==> config.mk <==
export PLATFORM = sky130hd
export DESIGN_NAME = bus_arbiter
export DESIGN_NICKNAME = d
export VERILOG_FILES = /design/src/rtl/bus_arbiter_pkg.sv /design/src/rtl/bus_arbiter_rr_pick.sv /design/src/rtl/bus_arbiter.sv
export SDC_FILE = /design/constraint.sdc
export NUM_CORES = 1
export LEC_CHECK = 0
export ABC_AREA = 1
export BUFFER_PORTS_ARGS = -buffer_cell sky130_fd_sc_hd__buf_2
export CAP_MARGIN = 30
export CORE_MARGIN = 3
export CORE_UTILIZATION = 35
export DETAILED_ROUTE_END_ITERATION = 6
export GPL_TIMING_DRIVEN = 0
export PLACE_DENSITY_LB_ADDON = 0.08
export SETUP_SLACK_MARGIN = 0.2
export SYNTH_ARGS = -nofsm -noshare
export SYNTH_HDL_FRONTEND = slang
export SYNTH_SLANG_ARGS = --single-unit
==> constraint.sdc <==
create_clock -name clk -period 1.3 [get_ports clk]
set_input_delay 0.195 -clock clk [delete_from_list [all_inputs] [get_ports clk]]
set_output_delay 0.195 -clock clk [all_outputs]
set_load 0.005 [all_outputs]
==> src/rtl/bus_arbiter_pkg.sv <==
// Shared definitions for the round-robin bus arbiter.
package bus_arbiter_pkg;

  typedef enum logic {
    ARB_IDLE  = 1'b0,
    ARB_GRANT = 1'b1
  } arb_state_e;

endpackage

==> src/rtl/bus_arbiter_rr_pick.sv <==
// Combinational rotating priority encoder: first set req bit after index last_i, wrapping.
module rr_pick #(
  parameter int NUM_REQ   = 4,
  parameter int SEL_WIDTH = 2
) (
  input  logic [NUM_REQ-1:0]   req_i,
  input  logic [SEL_WIDTH-1:0] last_i,
  output logic [NUM_REQ-1:0]   winner_o,
  output logic [SEL_WIDTH-1:0] idx_o,
  output logic                 any_o
);

  logic found;

  always_comb begin
    winner_o = '0;
    idx_o    = '0;
    found    = 1'b0;
    // Upper pass covers indices above last; lower pass wraps around up to last itself.
    for (int unsigned i = 0; i < NUM_REQ; i++) begin
      if (!found && req_i[i] && (i > 32'(last_i))) begin
        winner_o[i] = 1'b1;
        idx_o       = SEL_WIDTH'(i);
        found       = 1'b1;
      end
    end
    for (int unsigned i = 0; i < NUM_REQ; i++) begin
      if (!found && req_i[i] && (i <= 32'(last_i))) begin
        winner_o[i] = 1'b1;
        idx_o       = SEL_WIDTH'(i);
        found       = 1'b1;
      end
    end
    any_o = found;
  end

endmodule

==> src/rtl/bus_arbiter.sv <==
// Round-robin bus arbiter with held grants and fair handoff.
// Define ARB_TIMEOUT_EN to bound tenure to TIMEOUT cycles when others are waiting.
module bus_arbiter
  import bus_arbiter_pkg::*;
#(
  parameter int NUM_REQ   = 4,
  parameter int SEL_WIDTH = 2,
  parameter int TIMEOUT   = 8
) (
  input  logic                 clk,
  input  logic                 reset,
  input  logic [NUM_REQ-1:0]   req,
  output logic [NUM_REQ-1:0]   grant,
  output logic [SEL_WIDTH-1:0] sel,
  output logic                 busy
);

  arb_state_e                 state_q, state_d;
  logic [NUM_REQ-1:0]         grant_q, grant_d;
  logic [SEL_WIDTH-1:0]       sel_q, sel_d;
  logic [SEL_WIDTH-1:0]       last_q, last_d;
  logic                       busy_q, busy_d;

  logic [NUM_REQ-1:0]         cand;
  logic [NUM_REQ-1:0]         win_oh;
  logic [SEL_WIDTH-1:0]       win_idx;
  logic                       win_any;
  logic                       owner_held;
  logic                       expired;
  logic                       take;

  // Masking out the owner means any candidate is a genuinely competing requester.
  assign cand       = req & ~grant_q;
  assign owner_held = |(req & grant_q);

  rr_pick #(
    .NUM_REQ  (NUM_REQ),
    .SEL_WIDTH(SEL_WIDTH)
  ) u_pick (
    .req_i   (cand),
    .last_i  (last_q),
    .winner_o(win_oh),
    .idx_o   (win_idx),
    .any_o   (win_any)
  );

`ifdef ARB_TIMEOUT_EN
  localparam int CNT_W = $clog2(TIMEOUT) + 1;

  logic [CNT_W-1:0] tenure_q, tenure_d;

  assign expired = (tenure_q == CNT_W'(TIMEOUT - 1));

  always_comb begin
    tenure_d = tenure_q;
    if (take) begin
      tenure_d = '0;
    end else if (state_q == ARB_GRANT && !expired) begin
      tenure_d = tenure_q + 1'b1;
    end
  end

  always_ff @(posedge clk) begin
    if (reset) tenure_q <= '0;
    else       tenure_q <= tenure_d;
  end
`else
  assign expired = 1'b0;
`endif

  always_comb begin
    state_d = state_q;
    grant_d = grant_q;
    sel_d   = sel_q;
    busy_d  = busy_q;
    last_d  = last_q;
    take    = 1'b0;
    case (state_q)
      ARB_IDLE: take = win_any;
      ARB_GRANT: begin
        if (!owner_held || expired) begin
          if (win_any) begin
            take = 1'b1;
          end else if (!owner_held) begin
            state_d = ARB_IDLE;
            grant_d = '0;
            busy_d  = 1'b0;
          end
        end
      end
      default: state_d = ARB_IDLE;
    endcase
    if (take) begin
      state_d = ARB_GRANT;
      grant_d = win_oh;
      sel_d   = win_idx;
      busy_d  = 1'b1;
      last_d  = win_idx;
    end
  end

  always_ff @(posedge clk) begin
    if (reset) begin
      state_q <= ARB_IDLE;
      grant_q <= '0;
      sel_q   <= '0;
      busy_q  <= 1'b0;
      last_q  <= SEL_WIDTH'(NUM_REQ - 1);
    end else begin
      state_q <= state_d;
      grant_q <= grant_d;
      sel_q   <= sel_d;
      busy_q  <= busy_d;
      last_q  <= last_d;
    end
  end

  assign grant = grant_q;
  assign sel   = sel_q;
  assign busy  = busy_q;

endmodule

Yosys cells after proc, flatten, opt, wreduce, memory -nomap -nowiden

Cells that the tools add are included.

Register bits: 10
Latch bits: 0
Memory bits (writable): 0
Bits in read-only memories: 0
Output and inout port bits: 7
Memories kept: 0

$add $sub $neg: 0
Multipliers: 0
Divide/modulo/power cells: 0
$lt $le $gt $ge: 6
Equality and inequality tests: 2
Shifts and indexed selects: 0
Muxes and demuxes: 34
Bitwise logic cells: 4
Reductions and logical operators: 21

Operators by type and width:

| operator             | number |
|---|---|
| $mux W1              | 23 |
| $mux W4              | 4 |
| $logic_and A1 B1 Y1  | 12 |
| $mux W2              | 6 |
| $and A4 B4 Y4        | 2 |
| $logic_not A1 Y1     | 6 |
| $gt A2 B2 Y1 const A | 2 |
| $le A2 B2 Y1 const A | 2 |
| $ne A2 B1 Y1 const B | 2 |
| $not A4 Y4           | 1 |
| $reduce_or A4 Y1     | 1 |
| $reduce_and A3 Y1    | 1 |
| $gt A1 B2 Y1 const A | 1 |
| $le A1 B2 Y1 const A | 1 |
| $pmux W1 S2          | 1 |
| $reduce_bool A2 Y1   | 1 |
| $not A1 Y1           | 1 |

Logic depth before layout (Yosys ltp)

Depth after elaboration: 32
Mapped depth: 10

Hierarchy

Synthesis repeated with hierarchy kept, for this count alone.

Cells, all modules: 86
Area, all modules: 604.3 um2

By module, submodules not included:

| module      | times used | cells each | area each (um2) | seq. area each (um2) |
|---|---|---|---|---|
| bus_arbiter | 1          | 58         | 455.4           | 200.2 |
| rr_pick     | 1          | 28         | 148.9           | 0.0 |

Least setup slack after synthesis

OpenSTA, ideal clock, no wires.

Path kind: reg-to-reg
Start point: register grant_q[2], in the netlist grant[2]
End point: register sel_q[0], in the netlist sel[0]
Setup time: 0.130 ns
Data arrival time: 1.155 ns
Required time: 1.170 ns
Setup slack: 0.015 ns
Cell stages (with the launch flop): 10
Path buffers: 0
Clock period less this slack: 1.285 ns
Cell sequence: dfxtp_1 inv_1 nand3b_4 nand3_4 nor2_4 nand4_4 nand2_4 inv_2 nand2_1 a21oi_1

Word-level cells in the longest chain between the ends: 27
Elaborated cells on any way between the ends: 35

RTL lines:

| what                              | line                      | source |
|---|---|---|
| from (decl)                       | bus_arbiter.sv:19         | `logic [NUM_REQ-1:0] grant_q, grant_d;` |
| from (signal assigned)            | bus_arbiter.sv:111        | `grant_q <= grant_d;` |
| $not A4 Y4                        | bus_arbiter.sv:33         | `assign cand = req & ~grant_q;` |
| $and A4 B4 Y4                     | bus_arbiter.sv:33         |  |
| $logic_and A1 B1 Y1 (2 in series) | bus_arbiter_rr_pick.sv:21 | `if (!found && req_i[i] && (i > 32'(last_i))) begin` |
| $mux W1                           | bus_arbiter_rr_pick.sv:21 |  |
| $logic_not A1 Y1                  | bus_arbiter_rr_pick.sv:21 |  |
| $logic_and A1 B1 Y1 (2 in series) | bus_arbiter_rr_pick.sv:21 |  |
| $mux W1                           | bus_arbiter_rr_pick.sv:21 |  |
| $logic_not A1 Y1                  | bus_arbiter_rr_pick.sv:28 | `if (!found && req_i[i] && (i <= 32'(last_i))) begin` |
| [... 7 more ...]                  | --                        |  |
| $logic_and A1 B1 Y1 (2 in series) | bus_arbiter_rr_pick.sv:28 |  |
| $mux W1                           | bus_arbiter_rr_pick.sv:28 |  |
| $logic_not A1 Y1                  | bus_arbiter_rr_pick.sv:28 |  |
| $logic_and A1 B1 Y1 (2 in series) | bus_arbiter_rr_pick.sv:28 |  |
| $mux W1                           | bus_arbiter_rr_pick.sv:28 |  |
| $mux W1                           | bus_arbiter.sv:82         | `if (win_any) begin` |
| $mux W1                           | bus_arbiter.sv:81         | `if (!owner_held \|\| expired) begin` |
| $pmux W1 S2                       | bus_arbiter.sv:78         | `case (state_q)` |
| to (signal assigned)              | bus_arbiter.sv:112        | `sel_q <= sel_d;` |
| to (decl)                         | bus_arbiter.sv:20         | `logic [SEL_WIDTH-1:0] sel_q, sel_d;` |

Parallel ways exist; a longest one is shown, timed or not.
A chain may end at the register's enable or synchronous reset.

Final worst setup path

Start point: register last_q[1]
End point: register sel_q[1], in the netlist sel[1]

Word-level cells in the longest chain between the ends: 29
Elaborated cells on any way between the ends: 40

RTL lines:

| what                              | line                      | source |
|---|---|---|
| from (decl)                       | bus_arbiter.sv:21         | `logic [SEL_WIDTH-1:0] last_q, last_d;` |
| from (signal assigned)            | bus_arbiter.sv:108        | `last_q <= SEL_WIDTH'(NUM_REQ - 1);` |
| from (signal assigned)            | bus_arbiter.sv:114        | `last_q <= last_d;` |
| $gt A1 B2 Y1                      | bus_arbiter_rr_pick.sv:21 |  |
| $logic_and A1 B1 Y1               | bus_arbiter_rr_pick.sv:21 |  |
| $mux W1                           | bus_arbiter_rr_pick.sv:21 |  |
| $logic_not A1 Y1                  | bus_arbiter_rr_pick.sv:21 |  |
| $logic_and A1 B1 Y1 (2 in series) | bus_arbiter_rr_pick.sv:21 |  |
| $mux W1                           | bus_arbiter_rr_pick.sv:21 |  |
| $logic_not A1 Y1                  | bus_arbiter_rr_pick.sv:21 |  |
| $logic_and A1 B1 Y1 (2 in series) | bus_arbiter_rr_pick.sv:21 |  |
| [... 9 more ...]                  | --                        |  |
| $logic_and A1 B1 Y1 (2 in series) | bus_arbiter_rr_pick.sv:28 |  |
| $mux W1                           | bus_arbiter_rr_pick.sv:28 |  |
| $logic_not A1 Y1                  | bus_arbiter_rr_pick.sv:28 |  |
| $logic_and A1 B1 Y1 (2 in series) | bus_arbiter_rr_pick.sv:28 |  |
| $mux W1                           | bus_arbiter_rr_pick.sv:28 |  |
| $mux W1                           | bus_arbiter.sv:82         |  |
| $mux W1                           | bus_arbiter.sv:81         |  |
| $pmux W1 S2                       | bus_arbiter.sv:78         |  |

Parallel ways exist; a longest one is shown, timed or not.

==> summary.txt <==
Floorplan
  – Area inside the core boundary: 1520 µm²
  – Die Y: around 47 µm
  – Horizontal die dimension: 46.6 µm
  – Initial Util: 0.379
  – Site row count: 14
  – Total Die Area: approximately 2200 µm²
  – Num ports: 13

Critical path
  – Most used cell, CP: nand2_4
  – Sort of element at the start of the critical path: flip-flop
  – Capture point of the worst reg-to-reg path: sel[1]$_SDFFE_PP0P_
  – CP Capture Type: flip-flop
  – Worst Path Required: around 1400 ps
  – Worst R2R Setup Slack: -40 ps
  – Worst endpoint data arrival time: 1470 ps
  – Reg-to-reg startpoint: last_q[1]$_SDFFE_PP1P_
  – Largest fanout on the critical path: 4
  – Chain of cells forming the critical path: nor2_2 -> nand2_4 -> buf_4 -> inv_1 -> o21a_1 -> nand3_1 -> nand2_4 -> a21oi_1
  – Cell at the slowest stage of the critical path: dfxtp_4
  – Reg2Reg Depth: 8
  – Crit Path Category: reg2reg
  – Maximum cell stage delay along the critical path: approximately 360 ps

CTS
  – Max Root-Sink Buffers: 2
  – Clock transition at path regs: about 60 ps
  – Number of buffers created by CTS: 3
  – Num Clock Sinks: 10
  – Number of H-tree levels: 1
  – Root buf cell: clkbuf_4
  – Clock latency at the later pin of the worst-skew pair: about 260 ps
  – TritonCTS clock tree: built

Route
  – Post-detailed-routing wire length: between 1 and 1.5 mm
  – Number of antenna-violating nets in the routed design: 0
  – Count of unresolved DRC violations after routing: 0
  – Vias per std cell: slightly above 5
  – Avg WL per Cell: roughly 12 µm
  – Via total after detailed routing: 589
  – Iter 0 DRT Violations: 13
  – Iteration count of the initial detailed-routing pass: 4

Synth
  – Xor and xnor fraction of the mapped netlist area: 0
  – Synthesized-area fraction occupied by adder cells: 0
  – Synth Instances: 78
  – Unique cell type count in the Yosys netlist: 25
  – Combinational family with the most area after synthesis: simple AND/OR/NAND/NOR gates
  – Register bit total from synthesis: 10
  – Post-synthesis instance area: roughly 580 µm²
  – Avg Synthesized Cell Area: around 7.4 µm²
  – Share of synthesized area occupied by flip-flops and latches: 0.346
  – Simple-Gate Fraction of Synth Area: 0.435
  – Post-synth net total: 84
  – Share of cell area taken by muxes after synthesis: 0
  – Synth warnings: 0
  – Compound-Gate Fraction of Synth Area: 0.141

Timing
  – Final setup fails: 8
  – Hold slack final: approximately 310 ps
  – Largest clock skew in the final design: between 2 and 3 ps
  – Unrepaired setup endpoints after global routing: yes
  – Count of pins over their slew limit: 0
  – Worst-case setup margin in the final layout: -43.0 ps
  – Max Freq: about 0.74 GHz
  – Final number of hold-violating endpoints: 0
  – Part of the cycle the worst path needs: 1.03
  – Slew at the pin closest to its max-slew limit: about 420 ps
  – Time the worst path needs with I/O delays and setup: between 1000 and 1500 ps
  – Worst slew margin: 0.719

Placement
  – Final HPWL DP: ~960 µm
  – Worst-case setup slack after placement: -94.5 ps
  – Count of buffers inserted at the top-level ports: 11
  – Count of placed standard cells including taps: approximately 110
  – Gp weighted congestion: approximately 0.74

Global route
  – Total grt overflow: 0
  – Maximum number of pins on one net before global-route repair: 10
  – Number of global-route vias before repair: about 550
  – Antenna violations before repair: 0
  – Wire length of the first global-routing pass: between 2 and 2.5 mm
  – GRT Resource Usage Total: 0.151

Layout
  – Layout overhead on the synthesized area: 39.4%
  – Most frequent cells in the layout: 12 x nand2_1, 11 x buf_2, 8 x inv_1, 7 x nand3_1, 7 x a21oi_1
  – Count of nets after finishing: about 110
  – Most common library cell in the layout ignoring fill and taps: nand2_1
  – Antenna diode instance count: 0
  – Share of post-route cells with drive strength above 1: 0.495
  – Fin cells: 115

Job
  – MaxCap Viol Count: 0

Power and ir drop
  – Power Dens Cells: ~1700 nW/µm²
  – Peak supply drop: ~1.1 mV
  – Power Total: 0.00137 W
  – Total leakage power: about 0.40 nW

Outcome
  – Result of the run: finished, violations left
  – Failing checks: setup timing

Min path
  – Min-Delay Endpoint: grant[0]$_SDFFE_PP0P_
  – Worst hold path class: in2reg
  – Number of instances on the worst hold path: 5
  – Worst min-delay path startpoint: req[0]
==> power breakdown <==
group / total, W / internal (W) / switching [W]
sequential: 0.000466 / 0.000396 / 0.0000698
combinational: 0.000699 / 0.000312 / 0.000387
clock: 0.000201 / 0.000106 / 0.0000948
total: 0.00137 / 0.000814 / 0.000552
==> state kept, by name (all words and copies together) (netlist names) <==
register,count
sel,2
busy,1
state_q,1
last_q,2
grant,4
==> worst max-delay path: cells and delay by family, from the launching register on <==
| family | cells | cell delay (ps) |
|---|---|---|
| simple gates | 4 | 430 |
| flops | 1 | 360 |
| buf+inv | 2 | 230 |
| compound gates | 2 | 200 |
==> stage by stage <==
stage	utilization	setup TNS [ps]	cell area, µm²
2_1_floorplan	-	0	594
3_3_place_gp	0.439	-614	669
3_5_place_dp	0.439	-679	669
4_1_cts	0.502	-18.0	766
5_1_grt	0.529	-981	806
6_report	0.529	-277	806
==> cell usage after synthesis <==
master	count	area, µm²
dfxtp_1	10	200
nor2_1	3	11.3
nor2_4	1	11.3
buf_1	1	3.75
a21oi_1	8	40.0
o21ai_1	1	5.00
nand3_4	1	17.5
o21ai_2	1	8.76
o21a_1	1	7.51
nand3b_1	1	7.51
a22o_1	1	8.76
nand3_1	8	40.0
nand4_4	1	21.3
inv_2	1	3.75
nand4_1	2	12.5
nand2_1	19	71.3
o21ai_0	1	5.00
nand2_4	1	11.3
a31oi_1	1	6.26
nor3_1	1	5.00
nor2_2	1	6.26
inv_1	10	37.5
nand3b_4	1	20.0
nand2_2	1	6.26
nand3_2	1	10.0
==> final cells by class <==
type                            instances  area [µm²]
Inverter                               11        48.8
Multi-Input combinational cell         57         399
Buffer                                  1        3.75
Sequential cell                        10         211
Fill cell                             158         718
Clock buffer                            3        22.5
Timing Repair Buffer                   17         100
Tap cell                               16        20.0
==> worst max path at each step <==
stage	start	endpoint	slack (ps)	cells after the start
finish	last_q[1]$_SDFFE_PP1P_	sel[1]$_SDFFE_PP0P_	-40	8
global route	last_q[1]$_SDFFE_PP1P_	grant[3]$_SDFFE_PP0P_	-130	8
CTS	last_q[1]$_SDFFE_PP1P_	sel[0]$_SDFFE_PP0P_	-7	8
detailed placement	req[1]	sel[0]$_SDFFE_PP0P_	-90	11
global placement	req[1]	last_q[1]$_SDFFE_PP1P_	-90	11
floorplan	last_q[1]$_SDFFE_PP1P_	sel[0]$_SDFFE_PP0P_	60	8
==> cells by family after synthesis <==
group / after synthesis
DFF: 10
and+or+nand+nor: 42
buffers and inverters: 12
AOI/OAI and AO/OA: 14
==> timing repair <==
action,4_1_cts,5_1_grt
buffers inserted,6,0
pin swaps,10,8
hold buffers,0,0
cloned,1,0
setup endpoints to repair,10,10
resized for setup,6,12
==> layer usage <==
layer,GRT usage,vias to the layer above,wire [µm],part of all wire
met1,0.178,268,593,0.42
met3,0.0586,0,89,0.063
li1,-,303,-,-
met4,0.0166,0,0,0
met5,0,-,0,0
met2,0.266,18,727,0.52
Note: power is estimated with default switching activity, not from simulation.
